$ cat config.mk
export PLATFORM = sky130hd
export DESIGN_NAME = uart_bridge
export DESIGN_NICKNAME = d
export VERILOG_FILES = /design/src/rtl/citadel_pkg.sv /design/src/rtl/byte_fifo.sv /design/src/rtl/uart_bridge.sv
export SDC_FILE = /design/constraint.sdc
export NUM_CORES = 1
export LEC_CHECK = 0
export ABC_AREA = 1
export BUFFER_PORTS_ARGS = -buffer_cell sky130_fd_sc_hd__buf_2
export CAP_MARGIN = 20
export CORE_MARGIN = 4
export CORE_UTILIZATION = 45
export CTS_CLUSTER_SIZE = 24
export DETAILED_ROUTE_END_ITERATION = 10
export PLACE_DENSITY_LB_ADDON = 0.1
export SYNTH_ARGS = -nofsm -noshare
export SYNTH_HDL_FRONTEND = slang
export SYNTH_SLANG_ARGS = --single-unit
$ cat constraint.sdc
create_clock -name r_clk -period 3.1 [get_ports r_clk]
set_input_delay 0.62 -clock r_clk [delete_from_list [all_inputs] [get_ports r_clk]]
set_output_delay 0.62 -clock r_clk [all_outputs]
set_load 0.005 [all_outputs]
$ cat src/rtl/citadel_pkg.sv
// Shared definitions for the UART bridge: FSM state encodings and parameter defaults.
// Latency: n/a (package only).
// Backpressure: n/a (package only).
package citadel_pkg;

    // 100 MHz core clock / 115200 baud
    localparam int DEFAULT_CLKS_PER_BIT = 868;
    localparam int DEFAULT_FIFO_DEPTH   = 16;

    typedef enum logic [1:0] {
        TX_IDLE  = 2'd0,
        TX_START = 2'd1,
        TX_DATA  = 2'd2,
        TX_STOP  = 2'd3
    } tx_state_t;

    typedef enum logic [1:0] {
        RX_IDLE  = 2'd0,
        RX_START = 2'd1,
        RX_DATA  = 2'd2,
        RX_STOP  = 2'd3
    } rx_state_t;

endpackage

$ cat src/rtl/byte_fifo.sv
// Show-ahead byte FIFO: rd_dat presents the head whenever rd_vld is high.
// Latency: a push is visible at the head on the cycle after the write edge.
// Backpressure: none upstream; a push into a full FIFO without a same-cycle pop is dropped and flagged on drop.
//
// Ports: clk/rst (sync active-high), wr_vld/wr_dat push side, rd_ack pop strobe,
//        rd_vld (non-empty) / rd_dat head, drop pulses for one cycle on a lost push.
module byte_fifo
    import citadel_pkg::*;
#(
    parameter int DEPTH = DEFAULT_FIFO_DEPTH
) (
    input  logic       clk,
    input  logic       rst,
    input  logic       wr_vld,
    input  logic [7:0] wr_dat,
    input  logic       rd_ack,
    output logic       rd_vld,
    output logic [7:0] rd_dat,
    output logic       drop
);

    localparam int PW = $clog2(DEPTH);
    localparam int CW = $clog2(DEPTH + 1);

    logic [7:0]    mem [DEPTH];
    logic [PW-1:0] wr_ptr;
    logic [PW-1:0] rd_ptr;
    logic [CW-1:0] count;
    logic          full;
    logic          empty;
    logic          do_push;
    logic          do_pop;

    assign full    = (count == CW'(DEPTH));
    assign empty   = (count == '0);
    assign do_pop  = rd_ack && !empty;
    // A full FIFO still accepts a push when the head leaves in the same cycle.
    assign do_push = wr_vld && (!full || do_pop);
    assign drop    = wr_vld && full && !do_pop;

    assign rd_vld  = !empty;
    assign rd_dat  = mem[rd_ptr];

    always_ff @(posedge clk) begin
        if (rst) begin
            wr_ptr <= '0;
            rd_ptr <= '0;
            count  <= '0;
        end else begin
            // Pointers are exactly PW bits wide, so they wrap modulo DEPTH.
            if (do_push) wr_ptr <= wr_ptr + 1'b1;
            if (do_pop)  rd_ptr <= rd_ptr + 1'b1;
            case ({do_push, do_pop})
                2'b10:   count <= count + 1'b1;
                2'b01:   count <= count - 1'b1;
                default: count <= count;
            endcase
        end
    end

    // Storage needs no reset: contents are only observed through rd_vld.
    always_ff @(posedge clk) begin
        if (do_push) mem[wr_ptr] <= wr_dat;
    end

endmodule

$ cat src/rtl/uart_bridge.sv
// UART bridge: byte FIFOs in both directions around an 8N1 serial transmitter and receiver.
// Latency: tx_valid to uart_txd start bit is 2 cycles when idle; RX byte appears 1 cycle after the stop-bit sample.
// Backpressure: none; full TX/RX FIFOs drop the incoming byte and set the sticky tx_overflow/rx_overflow flags.
//
// Ports: r_clk, rst (sync active-high); tx_data/tx_valid push into TX FIFO;
//        rx_data/rx_ready/rx_ack pop from RX FIFO; uart_txd/uart_rxd serial pins;
//        tx_overflow, rx_overflow, frame_err sticky error flags (cleared by rst only).
module uart_bridge
    import citadel_pkg::*;
#(
    parameter int CLKS_PER_BIT = DEFAULT_CLKS_PER_BIT,
    parameter int FIFO_DEPTH   = DEFAULT_FIFO_DEPTH
) (
    input  logic       r_clk,
    input  logic       rst,
    input  logic [7:0] tx_data,
    input  logic       tx_valid,
    output logic [7:0] rx_data,
    output logic       rx_ready,
    input  logic       rx_ack,
    output logic       uart_txd,
    input  logic       uart_rxd,
    output logic       tx_overflow,
    output logic       rx_overflow,
    output logic       frame_err
);

    localparam int           CW       = $clog2(CLKS_PER_BIT);
    localparam logic [CW-1:0] BIT_END  = CW'(CLKS_PER_BIT - 1);
    localparam logic [CW-1:0] HALF_END = CW'(CLKS_PER_BIT / 2 - 1);

    // ------------------------------------------------------------------
    // TX path
    // ------------------------------------------------------------------
    tx_state_t     tx_state;
    logic [CW-1:0] tx_cnt;
    logic [2:0]    tx_bit;
    logic [7:0]    tx_shift;
    logic          tx_pop;
    logic          tx_fifo_vld;
    logic [7:0]    tx_fifo_dat;
    logic          tx_drop;
    logic          tx_bit_end;

    assign tx_bit_end = (tx_cnt == BIT_END);
    // The head is consumed when idle, or at the end of a stop bit so frames run back to back.
    assign tx_pop = tx_fifo_vld &&
                    ((tx_state == TX_IDLE) || (tx_state == TX_STOP && tx_bit_end));

    byte_fifo #(.DEPTH(FIFO_DEPTH)) u_tx_fifo (
        .clk    (r_clk),
        .rst    (rst),
        .wr_vld (tx_valid),
        .wr_dat (tx_data),
        .rd_ack (tx_pop),
        .rd_vld (tx_fifo_vld),
        .rd_dat (tx_fifo_dat),
        .drop   (tx_drop)
    );

    always_ff @(posedge r_clk) begin
        if (rst) begin
            tx_state <= TX_IDLE;
            tx_cnt   <= '0;
            tx_bit   <= '0;
            tx_shift <= '0;
            uart_txd <= 1'b1;
        end else begin
            // The pin follows the state one cycle later, which keeps every bit
            // exactly CLKS_PER_BIT cycles wide and gives the 2-cycle start latency.
            case (tx_state)
                TX_START: uart_txd <= 1'b0;
                TX_DATA:  uart_txd <= tx_shift[0];
                default:  uart_txd <= 1'b1;
            endcase

            case (tx_state)
                TX_IDLE: begin
                    if (tx_fifo_vld) begin
                        tx_shift <= tx_fifo_dat;
                        tx_cnt   <= '0;
                        tx_state <= TX_START;
                    end
                end
                TX_START: begin
                    if (tx_bit_end) begin
                        tx_cnt   <= '0;
                        tx_bit   <= '0;
                        tx_state <= TX_DATA;
                    end else begin
                        tx_cnt <= tx_cnt + 1'b1;
                    end
                end
                TX_DATA: begin
                    if (tx_bit_end) begin
                        tx_cnt   <= '0;
                        tx_shift <= {1'b0, tx_shift[7:1]};
                        tx_bit   <= tx_bit + 1'b1;
                        if (tx_bit == 3'd7) tx_state <= TX_STOP;
                    end else begin
                        tx_cnt <= tx_cnt + 1'b1;
                    end
                end
                TX_STOP: begin
                    if (tx_bit_end) begin
                        tx_cnt <= '0;
                        if (tx_fifo_vld) begin
                            tx_shift <= tx_fifo_dat;
                            tx_state <= TX_START;
                        end else begin
                            tx_state <= TX_IDLE;
                        end
                    end else begin
                        tx_cnt <= tx_cnt + 1'b1;
                    end
                end
                default: tx_state <= TX_IDLE;
            endcase
        end
    end

    // ------------------------------------------------------------------
    // RX path
    // ------------------------------------------------------------------
    logic          rxd_s1;
    logic          rxd_s2;
    logic          rxd_d;
    rx_state_t     rx_state;
    logic [CW-1:0] rx_cnt;
    logic [2:0]    rx_bit;
    logic [7:0]    rx_shift;
    logic          rx_stop_smp;
    logic          rx_push;
    logic          rx_drop;
    logic [7:0]    rx_head;

    // Both flops reset to the line's idle level so reset never fakes a start edge.
    always_ff @(posedge r_clk) begin
        if (rst) begin
            rxd_s1 <= 1'b1;
            rxd_s2 <= 1'b1;
            rxd_d  <= 1'b1;
        end else begin
            rxd_s1 <= uart_rxd;
            rxd_s2 <= rxd_s1;
            rxd_d  <= rxd_s2;
        end
    end

    assign rx_stop_smp = (rx_state == RX_STOP) && (rx_cnt == BIT_END);
    assign rx_push     = rx_stop_smp && rxd_s2;

    byte_fifo #(.DEPTH(FIFO_DEPTH)) u_rx_fifo (
        .clk    (r_clk),
        .rst    (rst),
        .wr_vld (rx_push),
        .wr_dat (rx_shift),
        .rd_ack (rx_ack),
        .rd_vld (rx_ready),
        .rd_dat (rx_head),
        .drop   (rx_drop)
    );

    // Hide stale storage when empty so rx_data reads 0 after reset.
    assign rx_data = rx_ready ? rx_head : 8'h00;

    always_ff @(posedge r_clk) begin
        if (rst) begin
            rx_state <= RX_IDLE;
            rx_cnt   <= '0;
            rx_bit   <= '0;
            rx_shift <= '0;
        end else begin
            case (rx_state)
                RX_IDLE: begin
                    if (rxd_d && !rxd_s2) begin
                        rx_cnt   <= '0;
                        rx_state <= RX_START;
                    end
                end
                RX_START: begin
                    // Re-check the start bit at its middle; a high line is a glitch.
                    if (rx_cnt == HALF_END) begin
                        rx_cnt   <= '0;
                        rx_bit   <= '0;
                        rx_state <= rxd_s2 ? RX_IDLE : RX_DATA;
                    end else begin
                        rx_cnt <= rx_cnt + 1'b1;
                    end
                end
                RX_DATA: begin
                    if (rx_cnt == BIT_END) begin
                        rx_cnt   <= '0;
                        rx_shift <= {rxd_s2, rx_shift[7:1]};
                        rx_bit   <= rx_bit + 1'b1;
                        if (rx_bit == 3'd7) rx_state <= RX_STOP;
                    end else begin
                        rx_cnt <= rx_cnt + 1'b1;
                    end
                end
                RX_STOP: begin
                    if (rx_cnt == BIT_END) begin
                        rx_cnt   <= '0;
                        rx_state <= RX_IDLE;
                    end else begin
                        rx_cnt <= rx_cnt + 1'b1;
                    end
                end
                default: rx_state <= RX_IDLE;
            endcase
        end
    end

    // ------------------------------------------------------------------
    // Sticky error flags
    // ------------------------------------------------------------------
    always_ff @(posedge r_clk) begin
        if (rst) begin
            tx_overflow <= 1'b0;
            rx_overflow <= 1'b0;
            frame_err   <= 1'b0;
        end else begin
            if (tx_drop)                 tx_overflow <= 1'b1;
            if (rx_drop)                 rx_overflow <= 1'b1;
            if (rx_stop_smp && !rxd_s2)  frame_err   <= 1'b1;
        end
    end

endmodule

==> results.py <==
metrics = {
    "status": {
        "status": "finished clean",
    },
    "routing": {
        "ant_nets": 0,
        "firstDrtPassIters": 5,
        "drcViolationCount": 0,
        "num_vias": 9816,
        "drt_iter0_markers": 701,
        "wl_um": 33190,
        "routed_via_density": 5.224,
        "wl_per_cell_um": 17.66,
    },
    "placed_design": {
        "gp_congestion": 0.8077,
        "placed_cell_area_um2": 15240,
        "place.port_buffers": 25,
        "hpwlAfterDp_um": 20640,
        "dp_slack_ns": 0.4576,
    },
    "hold_path": {
        "hp-class": "input pin to register",
    },
    "grt": {
        "grt_pass1_vias": 9476,
        "antenna_found_initial": 0,
        "met3_usage": 0.02867,
        "grt_use_met2": 0.3238,
        "grt_max_degree": 78,
        "grt_pass1_wl_um": 52960,
        "grt_usage": 0.1880,
        "grtUsageMet1": 0.2525,
        "busiest_layer": "met2",
        "grt-ovfl-total": 0,
    },
    "job": {
        "maxCapViolCount": 0,
    },
    "setup_path": {
        "path_cells": "inv_2, buf_4, o21ai_0, o221ai_1, nand3_1, a21oi_1, buf_2",
        "start_kind": "register",
        "worstSetupEndpointType": "primary output",
        "crit_fanout": 33,
        "worstSetupPathType": "register to primary output",
        "required_ns": 2.48,
        "max_stage_delay_ns": 0.40,
        "crit_arrival_ns": 2.32,
        "slowest_stage": "dfxtp_2",
        "path_delay_family": "compound AO/OA/AOI/OAI gates",
        "crit_buf_inv": 3,
    },
    "die": {
        "initial_core_util": 0.4574,
        "die_h_um": 187.6,
        "placementRows": 65,
        "num_io_pins": 26,
        "die_x_um": 187.6,
        "die_area_um2": 35180,
        "coreArea_um2": 31720,
    },
    "clock_tree": {
        "cts_sinks": 343,
        "clockRootBuffer": "clkbuf_16",
        "clockBufferDepth": 3,
        "cts_made_buffers": 37,
        "htreeDepth": 2,
        "post_cts_buffers": 0,
        "cts_tree": "yes",
        "clk_latency_ns": 0.53,
        "holdBufCountCts": 0,
        "path_clk_slew_ns": 0.06,
    },
    "timing": {
        "setup_slack_ns": 0.1601,
        "finalCritPeriodShare": 0.9484,
        "rsz0062_at_grt": "false",
        "fin_hold_ws_ns": 0.2943,
        "finalSetupViolations": 0,
        "slew_violations": 0,
        "worstMarginPinSlew_ns": 0.9490,
        "maxSlewHeadroom": 0.3665,
        "fin_crit_ns": 2.940,
        "finClkSkew_ns": 0.02196,
        "hold_viol_final": 0,
        "setup_tns_ns": 0,
        "max_freq_mhz": 340.1,
    },
    "yosys": {
        "synth_edf_count": 256,
        "synth-seq-cells": 343,
        "synth_area_per_cell_um2": 10.37,
        "yosysSeqAreaShare": 0.6499,
        "postSynthCellCount": 1399,
        "yosys_warnings": 0,
        "syn-num-nets": 1442,
        "syn-cell-area_um2": 14510,
        "ys_types": 43,
        "async_flop_share": 0,
        "synth_ff_type": "edfxtp_1",
    },
    "power": {
        "netSwitchingPower_w": 0.003189,
        "irDropWorstVdd_mv": 0.4935,
        "p_per_area_nw_per_um2": 710.3,
        "power.leakage_nw": 6.632,
        "p_clk_frac": 0.394,
        "combPwrFrac": 0.169,
        "intPower_w": 0.008561,
        "sw_frac_of_total": 0.2714,
        "sequentialPowerShare": 0.437,
    },
    "cells_and_area": {
        "nNetsFinal": 1491,
        "diodes": 0,
        "multiInputGateArea_um2": 4415,
        "drive_above_1_share": 0.1049,
        "final_common_cell": "edfxtp_1",
        "area_growth_pct": 14.01,
        "layout_common_cells": "edfxtp_1, nor2_1, nand2_1, o21ai_0, nand3_1",
        "fillers": 2838,
        "final_area_um2": 16540,
        "ff_latch_area_um2": 9433,
    },
}
## worst paths after layout
path | cells past startpoint | start | end | slack [ns]
min | 2 | uart_rxd | rxd_s1$_SDFF_PP1_ | 0.29
min reg2reg | 1 | rxd_s1$_SDFF_PP1_ | rxd_s2$_SDFF_PP1_ | 0.41
max reg2reg | 17 | tx_cnt[0]$_SDFFE_PP0N_ | u_tx_fifo.count[4]$_SDFFE_PP0P_ | 0.42
max | 7 | register | rx_data[4] | 0.16
## layout make-up
class / count / area share
multi-input combinational: 892 / 0.2669
sequential: 343 / 0.5703
tap: 402 / 0.03041
clock inverter: 16 / 0.01218
timing repair buffer: 68 / 0.02958
clock buffer: 52 / 0.06634
inverter: 106 / 0.02428
## routing by layer
layer	share of wire	vias to the layer above
met5	0	-
met4	0.020	0
met1	0.45	4663
li1	-	4926
met2	0.49	185
met3	0.044	42
## flip-flops by register name, indices dropped and copies added (netlist names), 3 cells and up, named ones only
| register | count |
|---|---|
| tx_bit | 3 |
| u_rx_fifo.rd_ptr | 4 |
| tx_shift | 8 |
| u_tx_fifo.wr_ptr | 4 |
| u_tx_fifo.mem | 128 |
| rx_shift | 8 |
| u_rx_fifo.wr_ptr | 4 |
| u_rx_fifo.mem | 128 |
| rx_cnt | 10 |
| u_rx_fifo.count | 5 |
| tx_cnt | 10 |
| rx_bit | 3 |
| u_tx_fifo.rd_ptr | 4 |
| u_tx_fifo.count | 5 |
## cell families after synthesis
| logic type | after synthesis | share of synthesized area |
|---|---|---|
| and+or+nand+nor | 603 | 0.1754 |
| DFF | 343 | 0.6499 |
| xor gates and xnor gates | 14 | 0.008452 |
| buffers and inverters | 164 | 0.04571 |
| adders and majority gates | 30 | 0.02639 |
| AOI/OAI and AO/OA | 245 | 0.09409 |
## power by group through the flow
stage	registers, W	clock network, W	logic (W)
3_3_place_gp	0.00522	0	0.00200
6_report	0.00513	0.00463	0.00199
3_5_place_dp	0.00523	0	0.00201
5_1_grt	0.00514	0.00495	0.00229
4_1_cts	0.00513	0.00474	0.00202
2_1_floorplan	0.00520	0	0.00148
## synthesized netlist by cell type, types with 2 or more instances
cell type  instances  share of area
nand2_1          216          0.056
buf_4              3         0.0016
edfxtp_1         256           0.53
a21oi_1           66          0.023
nor2_2             3         0.0013
or2_2              4         0.0017
o21ai_0          127          0.044
dfxtp_1           87           0.12
nor2_1           236          0.061
nand2_2           10         0.0043
clkbuf_1          33         0.0085
o22ai_1           11         0.0047
o211ai_1           8         0.0041
o21ai_2            2         0.0012
inv_1            101          0.026
buf_2             20         0.0069
nor3_1             9         0.0031
ha_1              29          0.025
nand2_4            2         0.0016
nand3_1          103          0.036
nand3_2            2         0.0014
xor2_1            13         0.0078
nand4_1           10         0.0043
o221ai_1          22          0.013
nor3b_1            4         0.0021
a31oi_1            4         0.0017
inv_2              2        0.00052
## metrics by stage
| step | cells | util | total power (W) |
|---|---|---|---|
| global route | 1879 | 0.5215 | 0.01238 |
| global placement | 1811 | 0.4804 | 0.007220 |
| floorplan | 1399 | - | 0.006686 |
| CTS | 1879 | 0.5213 | 0.01189 |
| detailed placement | 1811 | 0.4804 | 0.007240 |
| finish | 1879 | 0.5215 | 0.01175 |
## repair_timing
| action | CTS | global route |
|---|---|---|
| resized for setup | 0 | 2 |
| endpoints found under the setup margin | 0 | 4 |
| hold endpoints to repair | 0 | 0 |
Note: power is estimated with default switching activity, not from simulation.
